$ cat src/rtl/mem_arb_pkg.sv
// Shared types for the memory data-port arbiter: FSM states, requester ids, default widths.
package mem_arb_pkg;
  localparam int DEF_ADDR_W = 8;
  localparam int DEF_DATA_W = 8;

  localparam logic REQ_CPU = 1'b0;
  localparam logic REQ_DBG = 1'b1;

  typedef enum logic [1:0] {
    ST_IDLE   = 2'd0,
    ST_ACCESS = 2'd1,
    ST_WRITE  = 2'd2,
    ST_DONE   = 2'd3
  } state_t;
endpackage

$ cat src/rtl/mem_port_arbiter_rr_arb2.sv
// Two-way round-robin picker: on a tie the requester that did not win last time goes next.
module rr_arb2
  import mem_arb_pkg::*;
(
  input  logic i_req0,
  input  logic i_req1,
  input  logic i_last_gnt,
  output logic o_win_id,
  output logic o_win_vld
);
  assign o_win_vld = i_req0 | i_req1;
  assign o_win_id  = (i_req0 && i_req1) ? ~i_last_gnt : (i_req1 ? REQ_DBG : REQ_CPU);
endmodule

$ cat src/rtl/mem_port_arbiter.sv
// Shares the 256x8 async memory data port between CPU (req0) and debug loader (req1).
// Optional write protection of the low address range is enabled by defining MEM_WPROT_EN.
module mem_port_arbiter
  import mem_arb_pkg::*;
#(
  parameter int                ADDR_W      = DEF_ADDR_W,
  parameter int                DATA_W      = DEF_DATA_W,
  parameter int                WR_HOLD     = 1,
  parameter logic [ADDR_W-1:0] WPROT_LIMIT = 'h40
) (
  input  logic              clk,
  input  logic              reset,
  input  logic              req0,
  input  logic              req1,
  input  logic              we0,
  input  logic              we1,
  input  logic [ADDR_W-1:0] addr0,
  input  logic [ADDR_W-1:0] addr1,
  input  logic [DATA_W-1:0] wdata0,
  input  logic [DATA_W-1:0] wdata1,
  output logic              gnt0,
  output logic              gnt1,
  output logic              ack0,
  output logic              ack1,
  output logic [DATA_W-1:0] rdata,
  output logic [ADDR_W-1:0] mem_address,
  output logic [DATA_W-1:0] mem_data_in,
  output logic              mem_we,
  input  logic [DATA_W-1:0] mem_data_out,
  output logic              wprot_err
);
  localparam int CNT_W = $clog2(WR_HOLD + 1);
`ifdef MEM_WPROT_EN
  localparam bit WPROT_ON = 1'b1;
`else
  localparam bit WPROT_ON = 1'b0;
`endif

  state_t            r_state, w_next;
  logic              r_id, r_we, r_blk, r_last_gnt;
  logic [ADDR_W-1:0] r_addr;
  logic [DATA_W-1:0] r_wdata, r_rdata;
  logic [CNT_W-1:0]  r_cnt;

  logic              w_win_id, w_win_vld, w_we_in, w_blk_req;
  logic [ADDR_W-1:0] w_addr_in;
  logic [DATA_W-1:0] w_wdata_in;

  rr_arb2 u_rr_arb2 (
    .i_req0     (req0),
    .i_req1     (req1),
    .i_last_gnt (r_last_gnt),
    .o_win_id   (w_win_id),
    .o_win_vld  (w_win_vld)
  );

  assign w_we_in    = w_win_id ? we1    : we0;
  assign w_addr_in  = w_win_id ? addr1  : addr0;
  assign w_wdata_in = w_win_id ? wdata1 : wdata0;
  assign w_blk_req  = WPROT_ON && w_we_in && (w_addr_in < WPROT_LIMIT);
  assign rdata      = r_rdata;

  always_ff @(posedge clk or posedge reset) begin
    if (reset) r_state <= ST_IDLE;
    else       r_state <= w_next;
  end

  // Outputs are decoded from the registered state only, so reset clears mem_we at once.
  always_comb begin
    w_next      = r_state;
    gnt0        = 1'b0;
    gnt1        = 1'b0;
    ack0        = 1'b0;
    ack1        = 1'b0;
    mem_we      = 1'b0;
    mem_address = '0;
    mem_data_in = '0;
    wprot_err   = 1'b0;
    if (r_state != ST_IDLE) begin
      mem_address = r_addr;
      mem_data_in = r_wdata;
      gnt0        = (r_id == REQ_CPU);
      gnt1        = (r_id == REQ_DBG);
    end
    case (r_state)
      ST_IDLE:   if (w_win_vld) w_next = ST_ACCESS;
      ST_ACCESS: w_next = (r_we && !r_blk) ? ST_WRITE : ST_DONE;
      ST_WRITE: begin
        mem_we = 1'b1;
        if (r_cnt == CNT_W'(WR_HOLD - 1)) w_next = ST_DONE;
      end
      ST_DONE: begin
        ack0      = (r_id == REQ_CPU);
        ack1      = (r_id == REQ_DBG);
        wprot_err = r_blk;
        w_next    = ST_IDLE;
      end
      default: w_next = ST_IDLE;
    endcase
  end

  // Read data is captured leaving ACCESS so it is already valid while ack is high.
  always_ff @(posedge clk or posedge reset) begin
    if (reset) begin
      r_id       <= REQ_CPU;
      r_we       <= 1'b0;
      r_blk      <= 1'b0;
      r_last_gnt <= REQ_DBG;
      r_addr     <= '0;
      r_wdata    <= '0;
      r_rdata    <= '0;
      r_cnt      <= '0;
    end else begin
      case (r_state)
        ST_IDLE: if (w_win_vld) begin
          r_id    <= w_win_id;
          r_we    <= w_we_in;
          r_addr  <= w_addr_in;
          r_wdata <= w_wdata_in;
          r_blk   <= w_blk_req;
          r_cnt   <= '0;
        end
        ST_ACCESS: if (!r_we) r_rdata <= mem_data_out;
        ST_WRITE:  r_cnt <= r_cnt + 1'b1;
        ST_DONE:   r_last_gnt <= r_id;
        default: ;
      endcase
    end
  end
endmodule
$ cat config.mk
export PLATFORM = sky130hd
export DESIGN_NAME = mem_port_arbiter
export DESIGN_NICKNAME = d
export VERILOG_FILES = /design/src/rtl/mem_arb_pkg.sv /design/src/rtl/mem_port_arbiter_rr_arb2.sv /design/src/rtl/mem_port_arbiter.sv
export SDC_FILE = /design/constraint.sdc
export NUM_CORES = 1
export LEC_CHECK = 0
export ABC_AREA = 1
export CORE_AREA = 4 4 82 84
export CTS_CLUSTER_DIAMETER = 100
export CTS_CLUSTER_SIZE = 30
export DETAILED_ROUTE_END_ITERATION = 12
export DIE_AREA = 0 0 86 88
export SYNTH_ARGS = -nofsm -noshare
export SYNTH_HDL_FRONTEND = slang
export SYNTH_SLANG_ARGS = --single-unit
$ cat constraint.sdc
create_clock -name clk -period 3.22 [get_ports clk]
set_input_delay 0.322 -clock clk [delete_from_list [all_inputs] [get_ports clk]]
set_output_delay 0.322 -clock clk [all_outputs]
set_load 0.01 [all_outputs]
==> results.ini, run 1 <==
[run_status]
outcome=completed

[global_routing]
grt_pass1_wl_um=7803
overflow=0
grt_max_degree=23
first_global_vias=1686
antenna_found_initial=0
grt_use_total_pct=12.94

[floorplan]
dieArea_mm2=0.007568
rows=28
die_h_um=88
die_w_um=86
pin_count=76
start_util_pct=29.97
core_area_mm2=0.005921

[timing]
min_period_ps=2258
finalHoldViolations=0
tightest_slew_ps=832.9
tns_ps=0
setup_viol=0
period_share_pct=70.13
slew_headroom_pct=44.41
slew_viol_final=0
rsz0062_at_grt=false
clock-skew-final_ps=4.034
max_freq_ghz=0.4428

[placement]
hpwl_um=3468
dpl.cell_count=390
io_buffer_count=74
place_congestion=0.7074
post_dp_cell_area_mm2=0.002560

[worst_setup_path]
crit_path_cell_trace=inv_1 -> ha_1 -> buf_4 -> nor2_1 -> clkdlybuf4s50_1
criticalPathCategory=flip-flop to output port
endpoint_kind=output port
path_max_fanout=22
rrSetupSlack_ps=1430
cpPeakStageDelay_ps=550
worst_path_max_delay_cell=clkdlybuf4s50_1
r2r-start=r_state[0]
cp.required_ps=2900
reg2reg_to=r_addr[4]
critPathLaunchType=flip-flop
critical_path_arrival_ps=1940
ff2ff_path_depth=7
cp-startpoint=r_state[0]
cp-endpoint=mem_data_in[4]

[drt]
antenna_left=0
drc_errors=0
avgViaCountPerCell=4.337
dr.pass1.iters=4
vias=1726
wl_um=4699
drtIter0Drc=72
wl_per_cell_um=11.81

[min_path]
worstHoldPathType=flip-flop to flip-flop

[power_and_ir_drop]
p_leak_nw=1.373
p_per_area_mw_per_mm2=847.6
vdd_drop_max_v=0.0003419

[cts]
numCtsBuffers=5
post_cts_resized=0
cts_max_level=2
cts_hold_buffers=0
cts_root_buffer=clkbuf_8
post_cts_buffers=0
numClockSinks=30
cts.clk_slew.worst_paths_ps=60
clk_path_buf_depth=2
clk_latency_ps=280
tritoncts=built

[final_layout]
diodes=0
seq_area_um2=752.0
area_growth_pct=49.44
design_area_mm2=0.002651
drive_gt1_share_pct=5.573
multi_input_area_um2=785.8
nets=373
num-fill-cells=594
finish.cell_count_without_fillers=398

[synth]
yosysWarningCount=0
ys_types=19
syn_avg_cell_area_um2=7.125
netlist_area_mm2=0.001774
synth_top_area_cell=dfrtp_1
postSynthNetCount=300
synth_cells=249
netlist_top_cells_area=dfrtp_1 (41%), nand2_1 (18%), inv_1 (8.9%), nand3_1 (7.9%), nand3b_1 (7.2%)
synth_top_cell_area_share_pct=40.90
seq_area_frac_synth_pct=42.38
ys_seq_elements=30

[flow_run]
max-cap-violations=0

## metrics by stage
step | util [%] | power [mW] | worst slack, ps | hold slack, ps
6_report | 44.78 | 2.247 | 961.8 | 471.1
5_1_grt | 44.78 | 2.456 | 845.1 | 496.1
4_1_cts | 44.78 | 2.283 | 951.8 | 469.9
3_5_place_dp | 43.24 | 1.963 | 1240 | 458.7
3_3_place_gp | 43.24 | 1.945 | 1254 | 454.4
2_1_floorplan | - | 1.384 | 1664 | 412.1
## power by group
part	total [mW]	switching, mW	leakage (nW)	internal (mW)
clock network	0.307	0.135	0.0482	0.172
registers	0.689	0.117	0.364	0.573
logic	1.25	0.641	0.960	0.610
## cells in the mapped netlist
library cell	n
a21oi_1	1
nand2_2	1
dfrtp_1	29
buf_6	2
o21ai_1	2
dfstp_2	1
ha_1	5
nand2_4	1
buf_2	6
nand3b_1	17
nand3_1	28
buf_4	3
nor2_2	1
conb_1	1
nor2_1	20
inv_2	2
nor2_4	1
nand2_1	86
inv_1	42
## worst min-delay path by stage
stage                     from         end  slack [ps]  depth (start not counted)
floorplan                reset   r_addr[0]         410                          1
CTS                 r_last_gnt  r_last_gnt         470                          2
global route        r_last_gnt  r_last_gnt         500                          2
global placement      rdata[5]    rdata[5]         450                          2
detailed placement    rdata[2]    rdata[2]         460                          2
finish                rdata[7]    rdata[7]         470                          2
## layout by cell type (no fill, tap or decap), types with 2 or more instances in the layout
| master | count |
|---|---|
| clkbuf_8 | 6 |
| inv_1 | 42 |
| clkdlybuf4s50_1 | 74 |
| buf_4 | 3 |
| dfrtp_1 | 29 |
| inv_2 | 2 |
| nand2_1 | 86 |
| nand3_1 | 28 |
| ha_1 | 5 |
| nor2_1 | 20 |
| nand3b_1 | 17 |
## critical path, delay by kind of cell, from the launching register on
kind,cells,cell delay [ps]
AND/OR/NAND/NOR,1,130
buffers and inverters,3,890
adder cells (fa/ha/maj),1,200
flip-flops,1,430
## registers in the layout, indices dropped and copies added, names as in the netlist
name and count:
r_last_gnt 1, r_cnt 1, r_id 1, r_state 2, rdata 8, r_we 1, r_wdata 8, r_addr 8
## cells by family after synthesis
| family | count (synthesis) | synth area share (%) |
|---|---|---|
| AO/OA/AOI/OAI | 3 | 0.8460 |
| other | 1 | 0.2114 |
| adder cells (fa/ha/maj) | 5 | 3.526 |
| flip-flops | 30 | 42.38 |
| buffers and inverters | 55 | 13.54 |
| AND/OR/NAND/NOR | 155 | 39.49 |
## cell type report
class	instances	share of cell area, %
clock buffers	7	3.256
multi-input cells	164	29.64
clock inverters	1	0.1888
inverters	44	6.229
flip-flops and latches	30	28.36
well taps	75	3.539
repair buffers	77	28.79
## layer usage
metal	GRT usage (%)	wire length [µm]	vias up	part of all wire [%]
met5	0	0	-	0
met4	3.022	42	0	0.89
met3	4.233	378	6	8.0
met2	20.67	2101	60	45
met1	17.06	2177	772	46
li1	-	-	888	-
Note: power is estimated with default switching activity, not from simulation.
==> inputs of run 2 (changes only) <==
==> constraint.sdc (replaced) <==
create_clock -name clk -period 2.3 [get_ports clk]
set_input_delay 0.23 -clock clk [delete_from_list [all_inputs] [get_ports clk]]
set_output_delay 0.23 -clock clk [all_outputs]
set_load 0.01 [all_outputs]
==> results.ini, run 2 (synthesized netlist as in run 1, its figures left out) <==
[cts]
cts_hold_buffers=0  ; unchanged
cts_root_buffer=clkbuf_8  ; unchanged
tritoncts=built  ; unchanged
post_cts_buffers=0  ; unchanged
numClockSinks=30  ; unchanged
clk_path_buf_depth=2  ; unchanged
cts.clk_slew.worst_paths_ps=70  ; was 60 ps
clk_latency_ps=280  ; about the same
post_cts_resized=0  ; unchanged
cts_max_level=2  ; unchanged
numCtsBuffers=5  ; unchanged

[power_and_ir_drop]
seqPwrFrac_pct=29.9  ; was 30.7%
vdd_drop_max_v=0.0005311  ; was 0.0003419 V
p_sw_share_pct=38.86  ; was 39.72%
pwr-share-comb_pct=54.2  ; was 55.7%
p_leak_nw=1.386  ; was 1.373 nW
p_per_area_mw_per_mm2=1213  ; was 847.6 mW/mm²
p_int_mw=1.986  ; was 1.355 mW
power_mw=3.249  ; was 2.247 mW
p_clk_share_pct=15.9  ; was 13.7%
p_switching_mw=1.263  ; was 0.8926 mW

[run_status]
outcome=completed  ; unchanged

[global_routing]
antenna_found_initial=0  ; unchanged
first_global_vias=1681  ; was 1686
grt_pass1_wl_um=7941  ; was 7803 µm
grt_max_degree=31  ; was 23
overflow=0  ; unchanged
grt_use_total_pct=13.18  ; was 12.94%

[placement]
dpl.cell_count=391  ; was 390
place_congestion=0.7634  ; was 0.7074
io_buffer_count=74  ; unchanged
hpwl_um=3430  ; was 3468 µm

[timing]
rsz0062_at_grt=false  ; unchanged
finalHoldViolations=0  ; unchanged
hold_ws_ps=349.1  ; was 471.1 ps
max_freq_ghz=0.4680
slew_viol_final=0  ; unchanged
tns_ps=0  ; unchanged
clock-skew-final_ps=4.338  ; was 4.034 ps
setup_viol=0  ; unchanged
period_share_pct=92.91
min_period_ps=2137

[final_layout]
num-fill-cells=607  ; was 594
finish.cell_count_without_fillers=399  ; was 398
diodes=0  ; unchanged
mostFrequentLayoutCell=nand2_1  ; unchanged
drive_gt1_share_pct=6.481  ; was 5.573%
nets=374  ; was 373
final_cell_mix=nand2_1 (86), clkdlybuf4s50_1 (74), inv_1 (42), nand3_1 (28), dfrtp_1 (28)  ; was nand2_1 (86), clkdlybuf4s50_1 (74), inv_1 (42), dfrtp_1 (29), nand3_1 (28)
area_growth_pct=50.92  ; was 49.44%

[drt]
antenna_left=0  ; unchanged
wl_um=4736  ; was 4699 µm
avgViaCountPerCell=4.298  ; was 4.337
wl_per_cell_um=11.87  ; was 11.81 µm
dr.pass1.iters=4  ; unchanged
drtIter0Drc=99  ; was 72
drc_errors=0  ; unchanged
vias=1715  ; was 1726

[worst_setup_path]
cp-startpoint=r_state[1]  ; was r_state[0]
r2r-start=r_state[0]  ; unchanged
endpoint_kind=output port  ; unchanged
critPathLaunchType=flip-flop  ; unchanged
ff2ff_path_depth=7  ; unchanged
cp.required_ps=2070  ; was 2900 ps
path_max_fanout=22  ; unchanged
criticalPathCategory=flip-flop to output port  ; unchanged
critical_path_arrival_ps=1910  ; was 1940 ps

[floorplan]
core_area_mm2=0.005921  ; unchanged
die_w_um=86  ; unchanged
pin_count=76  ; unchanged
start_util_pct=29.97  ; unchanged
die_h_um=88  ; unchanged
rows=28  ; unchanged
dieArea_mm2=0.007568  ; unchanged

[min_path]
worstHoldPathType=primary input to asynchronous set/reset pin  ; was flip-flop to flip-flop

[flow_run]
max-cap-violations=0  ; unchanged

-- run 2: per-stage QoR --
| step | cell area [µm²] | setup slack, ps | utilization [%] |
|---|---|---|---|
| 5_1_grt | 2678 | 22.16 | 45.22 |
| 2_1_floorplan | 1774 | 835.6 | - |
| 3_3_place_gp | 2567 | 460.3 | 43.36 |
| 4_1_cts | 2676 | 98.54 | 45.20 |
| 3_5_place_dp | 2567 | 404.8 | 43.36 |
| 6_report | 2678 | 163.1 | 45.22 |
-- run 2: layout make-up --
class / instances / area [µm²] / share of cell area, %
Timing Repair Buffer: 78 / 770.7 / 28.79
Tap cell: 75 / 93.84 / 3.505
Clock buffer: 5 / 68.82 / 2.570
Sequential cell: 30 / 753.2 / 28.13
Inverter: 44 / 165.2 / 6.168
Clock inverter: 3 / 40.04 / 1.495
Multi-Input combinational cell: 164 / 785.8 / 29.35
-- run 2: path summary, 6_finish.rpt --
path,slack (ps),to
max in group asynchronous,1640,r_last_gnt
max,160,mem_address[6]
max reg2reg,560,r_wdata[7]
min in group clk,470,rdata[0]
min,350,rdata[4]
min reg2reg,470,rdata[0]
-- run 2: critical path, stage by stage (launching register included) --
cell,delay [ps]
dfrtp_1,420
inv_1,100
ha_1,180
buf_4,210
nor2_1,150
clkdlybuf4s50_1,550
-- run 2: routing by layer --
metal | up-vias | wire, µm | GRT usage (%)
li1 | 892 | - | -
met1 | 768 | 2242 | 17.17
met2 | 49 | 2071 | 20.67
met5 | - | 0 | 0
met3 | 6 | 371 | 4.798
met4 | 0 | 51 | 3.597
-- run 2: power groups by stage --
| stage | combinational, mW | sequential [mW] | clock [mW] |
|---|---|---|---|
| 6_report | 1.76 | 0.970 | 0.517 |
| 5_1_grt | 2.00 | 1.00 | 0.568 |
| 4_1_cts | 1.80 | 0.967 | 0.534 |
| 3_5_place_dp | 1.79 | 0.974 | 0 |
| 3_3_place_gp | 1.77 | 0.962 | 0 |
| 2_1_floorplan | 0.969 | 0.969 | 0 |
